## config.mk

```make
export PLATFORM = sky130hd
export DESIGN_NAME = tlb_query
export DESIGN_NICKNAME = d
export VERILOG_FILES = /design/src/rtl/tlb_query.sv
export SDC_FILE = /design/constraint.sdc
export NUM_CORES = 1
export LEC_CHECK = 0
export CAP_MARGIN = 20
export CORE_MARGIN = 4
export CORE_UTILIZATION = 40
export CTS_BUF_LIST = sky130_fd_sc_hd__clkbuf_8
export CTS_CLUSTER_SIZE = 20
export DETAILED_ROUTE_END_ITERATION = 12
export PLACE_DENSITY_LB_ADDON = 0.3
export SLEW_MARGIN = 20
export SYNTH_ARGS = -nofsm -noshare
export SYNTH_HDL_FRONTEND = slang
export SYNTH_SLANG_ARGS = --single-unit
```

## constraint.sdc

```tcl
create_clock -name clk -period 2.7 [get_ports clk]
set_clock_uncertainty 0.15 [all_clocks]
set_input_delay 0.405 -clock clk [delete_from_list [all_inputs] [get_ports clk]]
set_output_delay 0.405 -clock clk [all_outputs]
set_load 0.01 [all_outputs]
```

## src/rtl/tlb_query.sv

```systemverilog
// rtl/tlb_query.sv - TLBP/TLBR executor: sequential probe and indexed read of the TLB entry store
module tlb_query (
  input  logic        clk,
  input  logic        rst,
  input  logic        op_valid_i,
  input  logic        op_i,
  input  logic [31:0] index_i,
  input  logic [31:0] entryhi_i,
  output logic [3:0]  tlb_rd_idx_o,
  input  logic [95:0] tlb_rd_entry_i,
  output logic        stall_o,
  output logic        done_o,
  output logic        index_we_o,
  output logic [31:0] index_o,
  output logic        entryhi_we_o,
  output logic [31:0] entryhi_o,
  output logic        entrylo0_we_o,
  output logic [31:0] entrylo0_o,
  output logic        entrylo1_we_o,
  output logic [31:0] entrylo1_o
);

  typedef enum logic [1:0] {
    S_IDLE  = 2'd0,
    S_PROBE = 2'd1,
    S_READ  = 2'd2,
    S_DONE  = 2'd3
  } state_t;

  state_t      state, state_nx;
  logic [18:0] key_vpn2;
  logic [7:0]  key_asid;
  logic        was_read;
  logic        match;
  logic        unused;

  assign unused = ^{index_i[31:4], entryhi_i[12:8]};

  // Global entry requires G set in both EntryLo halves.
  assign match = (tlb_rd_entry_i[95:77] == key_vpn2) &&
                 ((tlb_rd_entry_i[71:64] == key_asid) ||
                  (tlb_rd_entry_i[32] && tlb_rd_entry_i[0]));

  always_ff @(posedge clk) begin
    if (rst) state <= S_IDLE;
    else     state <= state_nx;
  end

  always_comb begin
    state_nx = state;
    case (state)
      S_IDLE:  if (op_valid_i) state_nx = op_i ? S_READ : S_PROBE;
      S_PROBE: if (match || tlb_rd_idx_o == 4'd15) state_nx = S_DONE;
      S_READ:  state_nx = S_DONE;
      S_DONE:  state_nx = S_IDLE;
      default: state_nx = S_IDLE;
    endcase
  end

  always_ff @(posedge clk) begin
    if (rst) begin
      tlb_rd_idx_o <= 4'd0;
      key_vpn2     <= 19'd0;
      key_asid     <= 8'd0;
      was_read     <= 1'b0;
      index_o      <= 32'h0;
      entryhi_o    <= 32'h0;
      entrylo0_o   <= 32'h0;
      entrylo1_o   <= 32'h0;
    end else begin
      case (state)
        S_IDLE: begin
          if (op_valid_i) begin
            was_read <= op_i;
            if (op_i) begin
              tlb_rd_idx_o <= index_i[3:0];
            end else begin
              tlb_rd_idx_o <= 4'd0;
              key_vpn2     <= entryhi_i[31:13];
              key_asid     <= entryhi_i[7:0];
            end
          end
        end
        S_PROBE: begin
          if (match)                      index_o <= {28'b0, tlb_rd_idx_o};
          else if (tlb_rd_idx_o == 4'd15) index_o <= 32'h8000_0000;
          else                            tlb_rd_idx_o <= tlb_rd_idx_o + 4'd1;
        end
        S_READ: begin
          entryhi_o  <= tlb_rd_entry_i[95:64];
          entrylo0_o <= tlb_rd_entry_i[63:32];
          entrylo1_o <= tlb_rd_entry_i[31:0];
        end
        default: ;
      endcase
    end
  end

  assign stall_o       = ((state == S_IDLE) && op_valid_i) || (state == S_PROBE) || (state == S_READ);
  assign done_o        = (state == S_DONE);
  assign index_we_o    = done_o && !was_read;
  assign entryhi_we_o  = done_o && was_read;
  assign entrylo0_we_o = done_o && was_read;
  assign entrylo1_we_o = done_o && was_read;

endmodule

```

==> Word level (Yosys, flattened, before mapping) <==
Index checks and enable logic that the tools add are counted.
{ "word_totals": {"register_bits": 162, "inputBits": 164, "wordCells": 50} }
{ "classes": {"muxes": 11, "n_bitwise": 1, "eq_ne": 10, "reduce_logical": 18, "addsub": 1} }
{ "op_table": {"columns": ["cell", "n"], "rows": [
  ["2-to-1 mux 32 bit", 2],
  ["== test 19 bit", 1],
  ["2-to-1 mux 4 bit", 4],
  ["== test 8 bit", 1],
  ["inequality test 2 bit, second input constant", 4],
  ["one-hot mux 2 bit (4 select lines)", 1],
  ["one-hot mux 4 bit (2 select lines)", 1],
  ["2-to-1 mux 2 bit", 3],
  ["AND reduction 2 bit", 3],
  ["logical AND 1 bit", 5],
  ["adder 4 x 1 -> 4 bit, second input constant", 1],
  ["== test 2 bit, second input constant", 2],
  ["== test 4 bit, second input constant", 1],
  ["logical OR 1 bit", 4],
  ["AND reduction 4 bit", 1],
  ["nonzero test 2 bit", 2],
  ["AND reduction 3 bit", 1],
  ["== test 2 x 1 -> 1 bit, second input constant", 1],
  ["zero test 2 bit", 1],
  ["zero test 1 bit", 1],
  ["NOT 1 bit", 1]
]} }

==> Logic depth before layout (Yosys ltp) <==
Gate-level depths: netlist of the first run.
{ "depth": {"ltp_word": 6, "depth_mapped": 8, "mapped_depth_nobuf": 7} }

==> Worst setup path after synthesis of the first run <==
OpenSTA, ideal clock, no wires.
{ "synth_timing": {"path_kind": "register to output", "start": "register state[0]", "end": "output stall_o", "path_stages_with_launch": 8, "t_required_ps": 2145, "path_slack_ps": 720, "t_arrival_ps": 1425, "path_cell_list": "dfxtp_1 inv_1 ha_1 clkbuf_1 buf_2 buf_2 nor2_1 nand2_1"} }
{ "synth_via": {"elab_chain_len": 4, "elab_cells_between_ends": 6, "classes_between": "eq/ne (2); reduce/logical (4)"} }
{ "synth_lines": {"columns": ["item", "line", "source"], "rows": [
  ["from (decl)", "30", "state_t state, state_nx;"],
  ["from (signal assigned)", "46", "else state <= state_nx;"],
  ["zero test 2 bit", "99", "assign stall_o = ((state == S_IDLE) && op_valid_i) || (state == S_PROBE) || (state == S_READ);"],
  ["logical AND 1 bit", "99", null],
  ["logical OR 1 bit", "99", null],
  ["logical OR 1 bit *", "99", null],
  ["to (decl)", "11", "output logic stall_o,"]
]} }
Every way passes the cells marked *; elsewhere a longest branch is shown, timed or not.

==> Worst setup path after layout of the first run <==
Same ends and word-level chain as after synthesis.

==> results of run 1 <==
==> layer usage <==
metal	wire length, µm	track usage
met1	5910	0.211
met2	7660	0.335
met3	1030	0.0648
met4	311	0.0727
met5	0	0
==> power groups by stage <==
| stage | Combinational, mW | Sequential [mW] | Clock, mW |
|---|---|---|---|
| 2_1_floorplan | 1.23 | 2.71 | 0 |
| 3_3_place_gp | 2.35 | 2.57 | 0 |
| 3_5_place_dp | 2.41 | 2.59 | 0 |
| 4_1_cts | 2.42 | 2.55 | 1.57 |
| 5_1_grt | 2.60 | 2.59 | 1.66 |
| 6_report | 2.38 | 2.55 | 1.53 |
==> stage by stage <==
stage	utilization	power (mW)	setup slack [ns]	instance area, µm²	hold slack (ns)
CTS	0.623	6.54	0.146	8310	0.313
finish	0.623	6.46	0.196	8310	0.316
global placement	0.597	4.92	0.103	7960	0.303
global route	0.623	6.85	0.00935	8310	0.336
detailed placement	0.597	5.00	0.0916	7960	0.309
floorplan	-	3.94	0.720	5600	0.295
==> cells by family after synthesis <==
logic type / Yosys count
AND/OR/NAND/NOR: 198
flip-flops: 135
other: 1
multiplexers: 96
adder cells (fa/ha/maj): 5
XOR/XNOR: 28
AO/OA/AOI/OAI: 50
buffers and inverters: 67
==> state kept, by name (all words and copies together), names as in the netlist <==
| name | cells |
|---|---|
| entryhi_o | 32 |
| entrylo0_o | 32 |
| entrylo1_o | 32 |
| key_vpn2 | 19 |
| key_asid | 8 |
| index_o | 5 |
| tlb_rd_idx_o | 4 |
| state | 2 |
| was_read | 1 |
==> critical path, stage by stage, from the launching register on <==
cell,delay (ns)
dfxtp_1,0.33
inv_1,0.14
ha_1,0.25
nand2_1,0.15
nand2_1,0.09
clkdlybuf4s50_1,0.56
==> cells in the mapped netlist (2+ instances only) <==
cell      instances  area share
dfxtp_1         135        0.49
nor2_1          104       0.071
mux2i_1          96        0.17
nand2_1          64       0.044
a21oi_1          33       0.030
buf_4            29       0.040
xor2_1           27       0.043
clkbuf_1         22       0.015
a21oi_2           5      0.0080
buf_1             5      0.0034
buf_2             5      0.0045
ha_1              5       0.011
inv_1             5      0.0034
nand3_1           4      0.0036
nand3b_1          4      0.0055
nor2b_1           4      0.0045
nor4_1            4      0.0045
nor3_1            3      0.0027
or3_2             3      0.0041
a22oi_1           2      0.0027
nor4_2            2      0.0045
o22a_1            2      0.0032
o31ai_1           2      0.0027
==> path summary, 6_finish.rpt <==
path                     start               to  cells past startpoint  slack, ns
setup / recovery      state[0]          stall_o                      5       0.20
hold reg to reg   key_vpn2[16]     key_vpn2[16]                      2       0.32
setup reg to reg      state[1]  tlb_rd_idx_o[1]                      7       0.48
hold / removal    key_vpn2[16]     key_vpn2[16]                      2       0.32
==> area by class of cell <==
cell class / instances / area [µm²] / share of cell area
Clock inverter: 9 / 90.1 / 0.0108
Tap cell: 176 / 220 / 0.0265
Timing Repair Buffer: 246 / 2480 / 0.299
Clock buffer: 19 / 262 / 0.0315
Sequential cell: 135 / 2700 / 0.325
Inverter: 5 / 18.8 / 0.00226
Multi-Input combinational cell: 404 / 2540 / 0.305
==> flow_results.org, run 1 <==
** Run status
- Outcome :: finished clean

** Critical path
- Critical path endpoint category :: primary output
- Max FO, Critical Path :: 5
- CP required :: 2.14 ns
- The setup path with the least slack is of type flop to primary output.
- Data arrival time of the worst path :: ~2.0 ns
- The worst setup path is launched from a flop.

** Min path
- The path class of the tightest hold or removal check is flop to flop.

** STA
- The routed design could run at a clock period as short as 2.50 ns.
- Setup repair after global routing left no endpoint under its margin.
- Based on the critical path, the design can be clocked at up to 399 MHz.
- Final count of pins violating max slew :: 0
- For the pin with the worst max-slew slack, the measured transition is 0.702 ns.
- Measured against its own limit, the worst slew margin works out to 0.532.
- Setup total negative slack on the finished layout was measured at 0 ns.
- The number of endpoints with negative hold slack in the final report is 0.
- Final setup violation count :: 0
- Share of the clock period used by the worst path after layout :: 0.927

** Layout
- Number of antenna repair diodes :: 0
- Leaving out fill and tap cells, the most frequent cell in the layout is clkdlybuf4s50_1.
- Number of fill cells in the layout :: 1143
- Of the cells placed in the final design, the portion with a size suffix greater than 1 is 0.0562.
- Finished Layout Cells :: 994
- Layout net count :: ~980
- Most frequent cells in the layout :: clkdlybuf4s50_1 (240), dfxtp_1 (135), nor2_1 (103)
- Syn-to-layout area delta :: 51.2%

** Global route
- Overall overflow remaining after global route :: 0
- The number of global-route vias before repair came to about 4800.
- The first global-routing pass estimated around 24000 µm of wire.
- The initial antenna violation count was 0.
- Entering global routing, the biggest net connects 97 pins.
- In the global route stage, overall resource usage came out at 0.190.

** Yosys
- The Yosys step of the flow raised 0 warnings.
- Post-synth EDFFs :: 0
- Of the synthesized area, sequential elements account for 0.491.
- Synth Area in Compound Gates :: 0.0553
- In the synthesized netlist the dominant register cell turns out to be dfxtp_1.
- Multiplexer area fraction after synthesis :: 0.175
- Number of synthesized register bits :: 135
- Average footprint of a synthesized cell :: roughly 9.5 µm²
- Post-synth ARST share :: 0
- Of the total synthesized cell area, the portion taken by XOR and XNOR cells is 0.0446.
- Summing every instance area after synthesis gives 5500 µm².
- Combinational family with the most area after synthesis :: multiplexers
- Of the total synthesized cell area, the portion taken by AND, OR, NAND and NOR gates is 0.154.
- Cells after synthesis :: 580
- Fraction of the mapped netlist area in adder cells :: 0.0114
- Count of different cell masters after synthesis :: 38

** Die
- Core area :: 13300 µm²
- slightly above 300 I/O pins were placed.
- Row generation in the floorplan step produced 42 rows.
- Initial cell density of the core :: 0.412
- Y dimension of the die :: 125 µm
- Die Width :: between 100 and 150 µm
- The die covers approximately 16000 µm².

** Pwr
- Of the total power, the clock network draws 0.236.
- Leakage Power :: around 3.2 nW
- Of the total power, combinational logic draws 0.369.
- Power spread over the standard cell area amounts to just under 800 nW/µm².
- Proportion of power drawn by flip-flops and latches :: 0.395
- VDD sags by at most approximately 0.43 mV.
- In this run the power spent charging and discharging nets is around 2 mW.
- Pint :: 4.46 mW
- Switching share of power :: 0.309

** Route
- After detailed routing, the total wire length is 14900 µm.
- In this run the remaining antenna-violating nets after routing total 0.
- Drt initial violations :: between 150 and 200
- After detailed routing, the average wire length per cell comes to ~15 µm.
- Dividing the detail-routed via count by the number of cells gives ~4.7.
- Via count of the routed design :: approximately 4600
- Remaining routing DRC violations :: 0
- The first detailed-routing pass took 4 iterations.

** Clock tree
- Worst-path clk slew :: approximately 0.070 ns
- CTS H-Tree Depth :: 4
- TritonCTS built the clock tree.
- Clock buffers created by TritonCTS :: 17
- CTS root buffer :: clkbuf_8
- Max Root-Sink Buffers :: 2
- Clock network latency to the later pin of the worst-skew pair :: between 0.4 and 0.5 ns
- Post-cts sizing count :: 0
- The clock net in this run drives a total of between 100 and 150 sinks.
- Number of setup buffers added after CTS :: 0
- The number of hold buffers added after CTS was 0.

** Place
- During placement, the flow inserted port buffers numbering 241.
- The wire-length estimate of the detail-placed layout is between 10000 and 15000 µm.
- In this run, placement finished with an instance count of between 900 and 1000.
- The congestion estimate from routability-driven global placement came to about 0.78.

** Flow run
- Max-cap violations in this run came to 0.
Power figures use the tool's default switching activity.
==> run 2: changes to the inputs <==
Settings changed: CAP_MARGIN 20 to default.
==> results of run 2 <==
Final layout, timing and power as in run 1 (identical DEF).
==> run 3: changes to the inputs <==
Settings changed: CORE_MARGIN 4 to default.
==> flow_results.org, run 3 (same netlist as run 1, synthesis figures left out) <==
** Run status
- Outcome :: finished clean (unchanged)

** Die
- Y dimension of the die :: 119 µm (was 125 µm)
- Number of primary I/O pins :: 302 (unchanged)
- The number of rows created at floorplan is 42 (unchanged).
- Die Width :: 119 µm (was 125 µm)
- DIE AREA :: 14200 µm² (was 15700 µm²)
- Initial cell density of the core :: 0.412 (unchanged)
- The area of the core came to 13300 µm² (unchanged).

** Flow run
- The reported max-cap violation count is 0 (unchanged).

** Place
- Worst setup timing slack at the placement stage :: 0.127 ns (was 0.0916 ns)
- The estimated wirelength of the detail-placed design was 10100 µm (was 11100 µm).
- The cell area after placement came to 7960 µm² (unchanged).
- Placed cells :: 966 (unchanged)
- Placer congestion estimate :: 0.752 (was 0.783)
- Number of buffer cells added on primary ports :: 241 (unchanged)

** Critical path
- The register-to-register setup slack came to 0.44 ns (was 0.48 ns).
- The kind of end point of the critical path is a primary output (unchanged).
- The required arrival time at the worst endpoint is 2.14 ns (about the same).
- Data arrival time of the worst path :: 1.97 ns (was 1.95 ns)
- The maximum fanout along the worst path was 9 (was 5).
- Startpoint-to-endpoint class of the critical path :: flop to primary output (unchanged)
- CP startpoint kind :: flop (unchanged)

** Pwr
- The leakage dissipation came to 3.19 nW (was 3.18 nW).
- Maximum vdd ir drop :: 0.505 mV (was 0.428 mV)
- Total power divided by cell area :: 785 nW/µm² (was 777 nW/µm²)
- The overall power consumption was 6.57 mW (was 6.46 mW).

** Layout
- The area growth from synthesis to final layout is 52.1% (was 51.2%).
- Final core utilization :: 0.627 (was 0.623)
- The fill cell total of the finished layout is 1110 (was 1143).
- Number of antenna repair diodes :: 0 (unchanged)
- The total area of multi-input combinational cells was 2540 µm² (about the same).
- The leading cell type in the layout, fill and taps excluded was clkdlybuf4s50_1 (unchanged).
- The fraction of layout instances using a drive strength above 1 is 0.0645 (was 0.0562).
- The area of all placed cells without fillers is 8370 µm² (was 8310 µm²).
- The final cell count without fillers is 998 (was 994).
- The area of all sequential standard cells came to 2700 µm² (unchanged).
- Most frequent cells in the layout: clkdlybuf4s50_1 (240), dfxtp_1 (135), nor2_1 (103) (unchanged).
- The number of nets in the layout was 978 (unchanged).
- Largest registers in the final layout :: entryhi_o: 32 flops, entrylo0_o: 32 flops, entrylo1_o: 32 flops (unchanged)

** Clock tree
- Clock sink total :: 135 (unchanged)
- Post-cts sizing count :: 0 (unchanged)
- The clock tree from TritonCTS is done (unchanged).
- The number of buffers inserted for hold repair after clock tree synthesis was 0 (unchanged).
- The CTS buffer count was 17 (unchanged).
- The clock transition time at the flip-flop clock pins of the worst setup and hold paths came to 0.07 ns (about the same).
- CTS H-Tree Depth :: 4 (unchanged)
- The root buffer selected by CTS was clkbuf_8 (unchanged).
- The number of buffers on the longest clock path came to 2 (unchanged).
- The latest clock arrival within the worst-skew pair came to 0.43 ns (was 0.44 ns).
- Number of setup buffers added after CTS :: 0 (unchanged)

** Route
- Antenna Nets Post-Route :: 0 (unchanged)
- Drt initial violations :: 170 (was 152)
- The total wire length came to 14100 µm (was 14900 µm).
- The average routed wire per standard cell was 14.1 µm (was 15.0 µm).
- Routed via count divided by cell count :: 4.71 (was 4.66)
- The detailed-route DRC error count was 0 (unchanged).
- The iteration count of the initial detailed-routing pass is 4 (unchanged).
- The via total after detailed routing is 4696 (was 4628).

** STA
- The minimum hold slack is 0.207 ns (was 0.316 ns).
- The final setup violation count was 0 (unchanged).
- The final max-slew violation count was 0 (unchanged).
- The post-route setup TNS came to 0 ns (unchanged).
- The worst-case headroom to the max-slew limit came to 0.444 (was 0.532).
- The top achievable clock speed was 397 MHz (was 399 MHz).
- RSZ-0062 raised after global routing :: false (unchanged)
- Endpoints failing hold :: 0 (unchanged)
- Worst-Margin Slew :: 0.834 ns (was 0.702 ns)
- Share of the clock period used by the worst path after layout :: 0.934 (was 0.927)
- The post-layout minimum cycle time is 2.52 ns (was 2.50 ns).
- Worst path setup slack after routing :: 0.178 ns (was 0.196 ns)

** Min path
- Class of the worst hold path :: input port to flop (was flop to flop)

** Global route
- The first-pass GRT wire length came to 22400 µm (was 24200 µm).
- The overflow left after global routing is 0 (unchanged).
- Maximum number of pins on one net before global-route repair :: 97 (unchanged)
- The global routing usage summed across all routing layers is 0.201 (was 0.190).
- Initial antenna violation count :: 0 (unchanged)
- Via count of the first global-routing pass :: 4602 (was 4821)
[run 3: worst max-delay path: stages, from the launching register on]
cell             delay, ns
dfxtp_1               0.35
inv_1                 0.11
ha_1                  0.36
nor2_1                0.07
nand2_1               0.08
clkdlybuf4s50_1       0.56
[run 3: final timing paths]
path	depth (start not counted)	end	start
max reg2reg	7	tlb_rd_idx_o[0]	state[1]
max	5	stall_o	state[1]
min	2	entrylo1_o[31]	rst
min reg2reg	2	key_vpn2[16]	key_vpn2[16]
[run 3: report_power, final]
group / switching [mW] / internal, mW / total [mW]
Combinational: 1.10 / 1.30 / 2.39
Clock: 0.738 / 0.891 / 1.63
Sequential: 0.201 / 2.35 / 2.55
[run 3: layout make-up]
class,count,share of cell area
sequential,135,0.323
multi-input combinational,404,0.303
timing repair buffer,246,0.297
clock buffer,24,0.0395
tap,176,0.0263
clock inverter,8,0.00838
inverter,5,0.00224
[run 3: layer usage]
metal / vias to the layer above / GRT usage / wire, µm
met2: 177 / 0.350 / 7100
met4: 0 / 0.108 / 500
li1: 2316 / - / -
met1: 2170 / 0.216 / 5610
met3: 33 / 0.0613 / 884
met5: - / 0 / 0
